===== config.mk =====
export PLATFORM = sky130hd
export DESIGN_NAME = sysex_param_parser_flat
export DESIGN_NICKNAME = d
export VERILOG_FILES = /design/src/rtl/sysex_param_parser_if.sv /design/src/rtl/sysex_param_parser.sv /design/src/flat_wrapper.sv
export SDC_FILE = /design/constraint.sdc
export NUM_CORES = 1
export LEC_CHECK = 0
export ABC_AREA = 1
export BUFFER_PORTS_ARGS = -buffer_cell sky130_fd_sc_hd__buf_4
export CORE_UTILIZATION = 50
export DETAILED_ROUTE_END_ITERATION = 12
export GPL_TIMING_DRIVEN = 0
export PLACE_DENSITY_LB_ADDON = 0.3
export SYNTH_ARGS = -nofsm -noshare
export SYNTH_HDL_FRONTEND = slang
export SYNTH_SLANG_ARGS = --single-unit

===== constraint.sdc =====
create_clock -name CLOCK_25 -period 1.9 [get_ports CLOCK_25]
set_input_delay 0.38 -clock CLOCK_25 [delete_from_list [all_inputs] [get_ports CLOCK_25]]
set_output_delay 0.38 -clock CLOCK_25 [all_outputs]
set_load 0.005 [all_outputs]

===== src/rtl/sysex_param_parser_if.sv =====
// Byte-in / commit-out bundle for the SysEx parameter parser.
interface sysex_param_parser_if;
  logic [7:0] midi_byte;
  logic       byte_ready;
  logic [2:0] bank_adr;
  logic [6:0] syx_adr;
  logic [7:0] syx_data;
  logic       data_ready;
  logic       busy;
  logic       syx_err;

  // Byte source side: drives received bytes, observes committed parameters.
  modport master (
    output midi_byte, byte_ready,
    input  bank_adr, syx_adr, syx_data, data_ready, busy, syx_err
  );

  // Parser side.
  modport slave (
    input  midi_byte, byte_ready,
    output bank_adr, syx_adr, syx_data, data_ready, busy, syx_err
  );
endinterface


===== src/rtl/sysex_param_parser.sv =====
// Parses F0 ID BANK ADR DHI DLO F7 SysEx parameter frames and commits
// bank/address/value with a fixed-length data_ready strobe.
module sysex_param_parser #(
  parameter logic [6:0]  MFR_ID = 7'h7D,
  parameter int unsigned DR_LEN = 8
) (
  input  logic                  CLOCK_25,
  input  logic                  reset_reg,
  sysex_param_parser_if.slave   bus
);

  localparam logic [2:0] S_IDLE = 3'd0;
  localparam logic [2:0] S_ID   = 3'd1;
  localparam logic [2:0] S_BANK = 3'd2;
  localparam logic [2:0] S_ADR  = 3'd3;
  localparam logic [2:0] S_DHI  = 3'd4;
  localparam logic [2:0] S_DLO  = 3'd5;
  localparam logic [2:0] S_EOX  = 3'd6;

  localparam logic [7:0] DR_INIT = 8'(DR_LEN);

  logic [2:0] state;
  logic [2:0] sh_bank;
  logic [6:0] sh_adr;
  logic       sh_dhi;
  logic [6:0] sh_dlo;
  logic [2:0] bank_q;
  logic [6:0] adr_q;
  logic [7:0] data_q;
  logic [7:0] dr_cnt;
  logic       err_q;

  logic [7:0] b;
  logic       is_rt;
  logic       is_f0;
  logic       is_f7;
  logic       is_data;
  logic       dr_on;

  // Byte classification.
  always_comb begin
    b       = bus.midi_byte;
    is_rt   = (b[7:3] == 5'b11111);
    is_f0   = (b == 8'hF0);
    is_f7   = (b == 8'hF7);
    is_data = ~b[7];
    dr_on   = (dr_cnt != '0);
  end

  // Frame FSM, shadow capture, commit and data_ready countdown.
  always_ff @(posedge CLOCK_25 or posedge reset_reg) begin
    if (reset_reg) begin
      state   <= S_IDLE;
      sh_bank <= '0;
      sh_adr  <= '0;
      sh_dhi  <= 1'b0;
      sh_dlo  <= '0;
      bank_q  <= '0;
      adr_q   <= '0;
      data_q  <= '0;
      dr_cnt  <= '0;
      err_q   <= 1'b0;
    end else begin
      err_q <= 1'b0;
      if (dr_on) dr_cnt <= dr_cnt - 8'd1;
      if (bus.byte_ready && !is_rt) begin
        if (is_f0) begin
          // Restarting from ID itself loses nothing worth flagging.
          if (state != S_IDLE && state != S_ID) err_q <= 1'b1;
          state <= S_ID;
        end else if (state == S_IDLE) begin
          state <= S_IDLE;
        end else if (!is_data) begin
          if (state == S_EOX && is_f7) begin
            if (dr_on) begin
              err_q <= 1'b1;
            end else begin
              bank_q <= sh_bank;
              adr_q  <= sh_adr;
              data_q <= {sh_dhi, sh_dlo};
              dr_cnt <= DR_INIT;
            end
          end else begin
            err_q <= 1'b1;
          end
          state <= S_IDLE;
        end else begin
          case (state)
            S_ID:   state <= (b[6:0] == MFR_ID) ? S_BANK : S_IDLE;
            S_BANK: begin
              if (b[6:3] != 4'd0) begin
                err_q <= 1'b1;
                state <= S_IDLE;
              end else begin
                sh_bank <= b[2:0];
                state   <= S_ADR;
              end
            end
            S_ADR: begin
              sh_adr <= b[6:0];
              state  <= S_DHI;
            end
            S_DHI: begin
              sh_dhi <= b[0];
              state  <= S_DLO;
            end
            S_DLO: begin
              sh_dlo <= b[6:0];
              state  <= S_EOX;
            end
            S_EOX: begin
              err_q <= 1'b1;
              state <= S_IDLE;
            end
            default: state <= S_IDLE;
          endcase
        end
      end
    end
  end

  assign bus.bank_adr   = bank_q;
  assign bus.syx_adr    = adr_q;
  assign bus.syx_data   = data_q;
  assign bus.data_ready = dr_on;
  assign bus.busy       = dr_on;
  assign bus.syx_err    = err_q;

endmodule


===== src/flat_wrapper.sv =====
// flat-port wrapper written by rule: the top's interface ports become plain ports
module sysex_param_parser_flat 
#(
  parameter logic [6:0]  MFR_ID = 7'h7D,
  parameter int unsigned DR_LEN = 8
)
  (CLOCK_25, reset_reg, bus_midi_byte, bus_byte_ready, bus_bank_adr, bus_syx_adr, bus_syx_data, bus_data_ready, bus_busy, bus_syx_err);
  sysex_param_parser_if bus_i ();
  input  logic CLOCK_25;
  input  logic reset_reg;
  input wire logic [$bits(bus_i.midi_byte)-1:0] bus_midi_byte;
  input wire logic [$bits(bus_i.byte_ready)-1:0] bus_byte_ready;
  output wire logic [$bits(bus_i.bank_adr)-1:0] bus_bank_adr;
  output wire logic [$bits(bus_i.syx_adr)-1:0] bus_syx_adr;
  output wire logic [$bits(bus_i.syx_data)-1:0] bus_syx_data;
  output wire logic [$bits(bus_i.data_ready)-1:0] bus_data_ready;
  output wire logic [$bits(bus_i.busy)-1:0] bus_busy;
  output wire logic [$bits(bus_i.syx_err)-1:0] bus_syx_err;
  assign bus_i.midi_byte = bus_midi_byte;
  assign bus_i.byte_ready = bus_byte_ready;
  assign bus_bank_adr = bus_i.bank_adr;
  assign bus_syx_adr = bus_i.syx_adr;
  assign bus_syx_data = bus_i.syx_data;
  assign bus_data_ready = bus_i.data_ready;
  assign bus_busy = bus_i.busy;
  assign bus_syx_err = bus_i.syx_err;
  sysex_param_parser #(.MFR_ID(MFR_ID), .DR_LEN(DR_LEN)) u_core (.CLOCK_25(CLOCK_25), .reset_reg(reset_reg), .bus(bus_i));
endmodule

Word-level counts from Yosys, hierarchy flattened
Cells that the tools add are included.
Word-level totals
  register bits: 48
  latch bits: 0
  RAM bits: 0
  bits in read-only memories: 0
  bits of input ports: 11
  output and inout bits: 21
  word-level logic and storage cells: 62
  memories: 0
Cells by class
  add/subtract/negate cells: 1
  multipliers: 0
  divide/modulo/power cells: 0
  $lt $le $gt $ge: 0
  equality and inequality tests: 11
  shifts and indexed selects: 0
  multiplexer cells: 22
  bitwise logic cells: 5
  reduce and logical (&&, ||, !) cells: 13
Operator list (count)
  8-bit 2-to-1 mux: 7
  8-bit equality test (second input constant): 2
  3-bit case mux with 5 select lines: 1
  5-bit AND reduction: 3
  6-bit AND reduction: 2
  3-bit equality test (second input constant): 3
  3-bit 2-to-1 mux: 3
  1-bit 2-to-1 mux: 8
  8-bit nonzero test: 1
  8-bit by 1-bit subtractor with 8-bit output (second input constant): 1
  7-bit equality test (second input constant): 1
  3-bit by 2-bit equality test with 1-bit output (second input constant): 2
  5-bit equality test (second input constant): 1
  1-bit inverter: 5
  2-bit 2-to-1 mux: 2
  4-bit nonzero test: 1
  3-bit by 1-bit equality test with 1-bit output (second input constant): 1
  1-bit logical AND: 3
  3-bit zero test: 1
  3-bit by 1-bit != test with 1-bit output (second input constant): 1
  3-bit nonzero test: 1
  1-bit case mux with 2 select lines: 1
  1-bit zero test: 1

Logic depth before layout (Yosys ltp)
  depth after elaboration: 8
  depth in mapped cells: 10
  mapped depth without buffers: 10

Worst setup path before layout
No wires, ideal clock.
  kind: register to output
  start point: register u_core.dr_cnt[0]
  end point: output port bus_data_ready
  arrival time: 1.210 ns
  data required time: 1.520 ns
  setup slack: 0.310 ns
  stages on the path, launching flop included: 9
  path buffers: 1
  cells stage by stage: dfrtp_1 inv_1 ha_1 nand2_2 inv_1 nand3_1 nor2_1 inv_1 buf_4
Between the ends
  cells in the longest elaborated chain, start to end: 1
RTL lines
  start, declared: line sysex_param_parser.sv:30  | logic [7:0] dr_cnt;
  start signal, assigned: line sysex_param_parser.sv:65  | if (dr_on) dr_cnt <= dr_cnt - 8'd1;
  8-bit nonzero test: line sysex_param_parser.sv:47  | dr_on = (dr_cnt != '0);
  end, declared: line flat_wrapper.sv:16  | output wire logic [$bits(bus_i.data_ready)-1:0] bus_data_ready;
Every way passes these cells.

Final worst setup path
  start point: register u_core.dr_cnt[1]
  end point: output port bus_busy
Between the ends
  cells in the longest elaborated chain, start to end: 1
RTL lines
  8-bit nonzero test: line sysex_param_parser.sv:47
  end, declared: line flat_wrapper.sv:17  | output wire logic [$bits(bus_i.busy)-1:0] bus_busy;
Every way passes these cells.

==> flow_metrics.py <==
metrics = {
    "sta": {
        "fmax_mhz": 559,
        "setup_viol": 0,
        "period_minus_slack_ns": 1.79,
        "worst_slack_ns": 0.112,
        "timing.hold.ws_ns": 0.0718,
        "finalHoldViolations": 0,
        "rsz0062_at_grt": "false",
        "max_slew_margin_pct": 71.4,
        "finalMaxSlewViolations": 0,
        "max_slew.worst_pin.slew_ns": 0.428,
        "finClkSkew_ns": 0.00600,
        "fin_crit_sh_pct": 94.1,
    },
    "critical_path": {
        "critical_path_class": "flop to output port",
        "cp_num_buf_inv": 4,
        "crit_path_cell_trace": "inv_2 -> ha_4 -> nand2_4 -> inv_4 -> nand3_4 -> nor2_4 -> inv_2 -> buf_4",
        "worst_path_most_repeated_cell": "inv_2",
        "cpLargestDelayFamily": "flip-flops",
        "critPathMaxFanout": 3,
        "r2r-start": "u_core.dr_cnt[1]",
        "cp-start-kind": "flop",
        "critPathCaptureType": "output port",
        "cp.depth": 8,
        "r2r_setup_slack_ns": 0.13,
        "crit_end": "bus_busy",
        "r2r_cells": 11,
        "worstPathArrival_ns": 1.41,
        "max_stage_delay_ns": 0.39,
        "required_ns": 1.52,
        "worstSetupStartpoint": "u_core.dr_cnt[1]",
        "r2r_end": "u_core.bus.syx_adr[6]",
        "crit_path_top_delay_cell": "dfrtp_1",
    },
    "yosys": {
        "ys_ff_latch": 48,
        "syn-mean-instance-area_um2": 8.41,
        "synth_area_um2": 2250,
        "ys_warn_count": 0,
        "ys_types": 26,
        "synthesis.nets": 280,
        "syn_inst": 267,
        "yosysSeqAreaShare_pct": 53.5,
    },
    "floorplan": {
        "boundaryPins": 32,
        "die_h_um": 69.0,
        "die_area_um2": 4760,
        "die_w_um": 69.0,
        "core-area_um2": 4320,
        "start_util_pct": 51.9,
        "rows": 24,
    },
    "route": {
        "wl_per_cell_um": 12.8,
        "drt_iter0_markers": 117,
        "drt_pre_antenna_iters": 4,
        "antenna_left": 0,
        "vias": 1847,
        "drc_errors": 0,
        "postRouteWirelength_mm": 4.68,
        "viasPerCell": 5.06,
    },
    "clock_tree": {
        "insertion_delay_ns": 0.31,
        "clk_pin_slew_worst_paths_ns": 0.09,
        "cts_max_path_buffers": 2,
        "cts_tree": "built",
        "cts.sinks": 48,
        "numCtsBuffers": 5,
        "cts_max_level": 2,
        "root_buffer": "clkbuf_8",
        "cts-hold-fix-buffers": 0,
    },
    "layout": {
        "final_common_cell": "nand2_1",
        "diodes": 0,
        "drive_above_1_share_pct": 24.3,
        "final_cell_mix": "nand2_1 (86), dfrtp_1 (48), buf_4 (41)",
        "area_growth_pct": 22.1,
        "layout.nets": 325,
    },
    "global_routing": {
        "grt_pass1_vias": 1772,
        "antenna_found_initial": 0,
        "grt_max_degree": 30,
        "grt_pass1_wl_mm": 8.05,
        "grt.overflow.total": 0,
        "grt.total_usage_pct": 21.4,
    },
    "power": {
        "p_leak_nw": 1.47,
        "vdd_drop_max_mv": 0.639,
        "power_density_nw_per_um2": 896,
    },
    "min_path": {
        "hold_path.class": "input port to async pin",
    },
    "placement": {
        "place_congestion": 0.918,
        "port_buffers": 31,
        "place_ws_ns": 0.0307,
        "dp.final_hpwl_mm": 3.32,
    },
    "job": {
        "cap_viol_max_count": 0,
    },
    "run_status": {
        "status": "finished, final reports clean",
    },
}
## power by group
part	leakage, nW	switching (mW)	internal [mW]
Clock	0.0510	0.339	0.291
Combinational	0.770	0.324	0.284
Sequential	0.650	0.0943	1.13
## cells in the mapped netlist, drive strengths merged
| cell type | count | area (um2) |
|---|---|---|
| a21oi | 2 | 10.0 |
| buf | 6 | 46.3 |
| clkbuf | 1 | 3.75 |
| dfrtp | 48 | 1200 |
| ha | 2 | 25.0 |
| inv | 21 | 78.8 |
| nand2 | 92 | 375 |
| nand3 | 30 | 155 |
| nand3b | 3 | 22.5 |
| nor2 | 29 | 148 |
| nor3 | 3 | 15.0 |
| o21ai | 25 | 125 |
| o21bai | 1 | 7.51 |
| or2 | 1 | 6.26 |
| xnor2 | 2 | 17.5 |
| xor2 | 1 | 8.76 |
## through the flow
stage	total power [mW]	util, %	cell area [um2]	std cells	setup TNS, ns
after floorplan	1.55	-	2250	267	0
after global placement	1.64	58.8	2540	350	-10.36
after detailed placement	1.67	59.3	2560	351	0
after CTS	2.45	63.4	2740	365	0
after global routing	2.60	63.4	2740	365	0
final	2.46	63.4	2740	365	0
## worst reg2reg max path, cell delays in order, from the launching register on
cell	delay (ns)
dfrtp_1	0.39
inv_2	0.07
ha_4	0.15
nand2_4	0.06
buf_4	0.14
nor2_4	0.21
nand2_4	0.09
nor2_8	0.17
nand2_4	0.12
buf_6	0.16
nand2_1	0.05
nand2_1	0.05
## layout make-up
| cell class | instances | area [um2] |
|---|---|---|
| Tap cell | 52 | 65.1 |
| Sequential cell | 48 | 1200 |
| Fill cell | 378 | 1580 |
| Buffer | 6 | 42.5 |
| Inverter | 21 | 81.3 |
| Clock inverter | 2 | 10.0 |
| Multi-Input combinational cell | 191 | 953 |
| Timing Repair Buffer | 39 | 305 |
| Clock buffer | 6 | 82.6 |
## registers in the layout, summed over array words and instances, names as in the netlist, 3 cells and up
name                 cells
u_core.sh_dlo            7
u_core.bus.bank_adr      3
u_core.sh_adr            7
u_core.sh_bank           3
u_core.bus.syx_adr       7
u_core.bus.syx_data      8
u_core.state             3
u_core.dr_cnt            8
## worst min-delay path by stage
stage | start | to | depth (start not counted)
floorplan | u_core.sh_adr[0] | u_core.sh_adr[0] | 2
global placement | u_core.bus.syx_data[4] | u_core.bus.syx_data[4] | 2
detailed placement | reset_reg | u_core.bus.syx_data[5] | 2
CTS | reset_reg | u_core.bus.syx_data[7] | 2
global route | reset_reg | u_core.bus.syx_data[7] | 2
finish | reset_reg | u_core.bus.syx_data[7] | 2
## timing repair
action                     in CTS  in global routing
buffers inserted                7                  0
pin swaps                       3                  1
gates resized for setup        12                  0
setup endpoints to repair       2                  2
## kinds of logic after synthesis
family / Yosys count / share of synthesized area, %
and+or+nand+nor: 158 / 32.1
AOI/OAI and AO/OA: 28 / 6.35
buffers and inverters: 28 / 5.74
DFF: 48 / 53.5
xor gates and xnor gates: 3 / 1.17
adders and majority gates: 2 / 1.11
## layer usage
layer	up-vias	global-route usage, %	part of all wire, %
met4	0	6.80	1.2
met1	867	28.6	47
met2	37	34.7	48
met5	-	0	0
li1	937	-	-
met3	6	4.82	3.8
No activity file was read; power rests on OpenSTA's default activity.
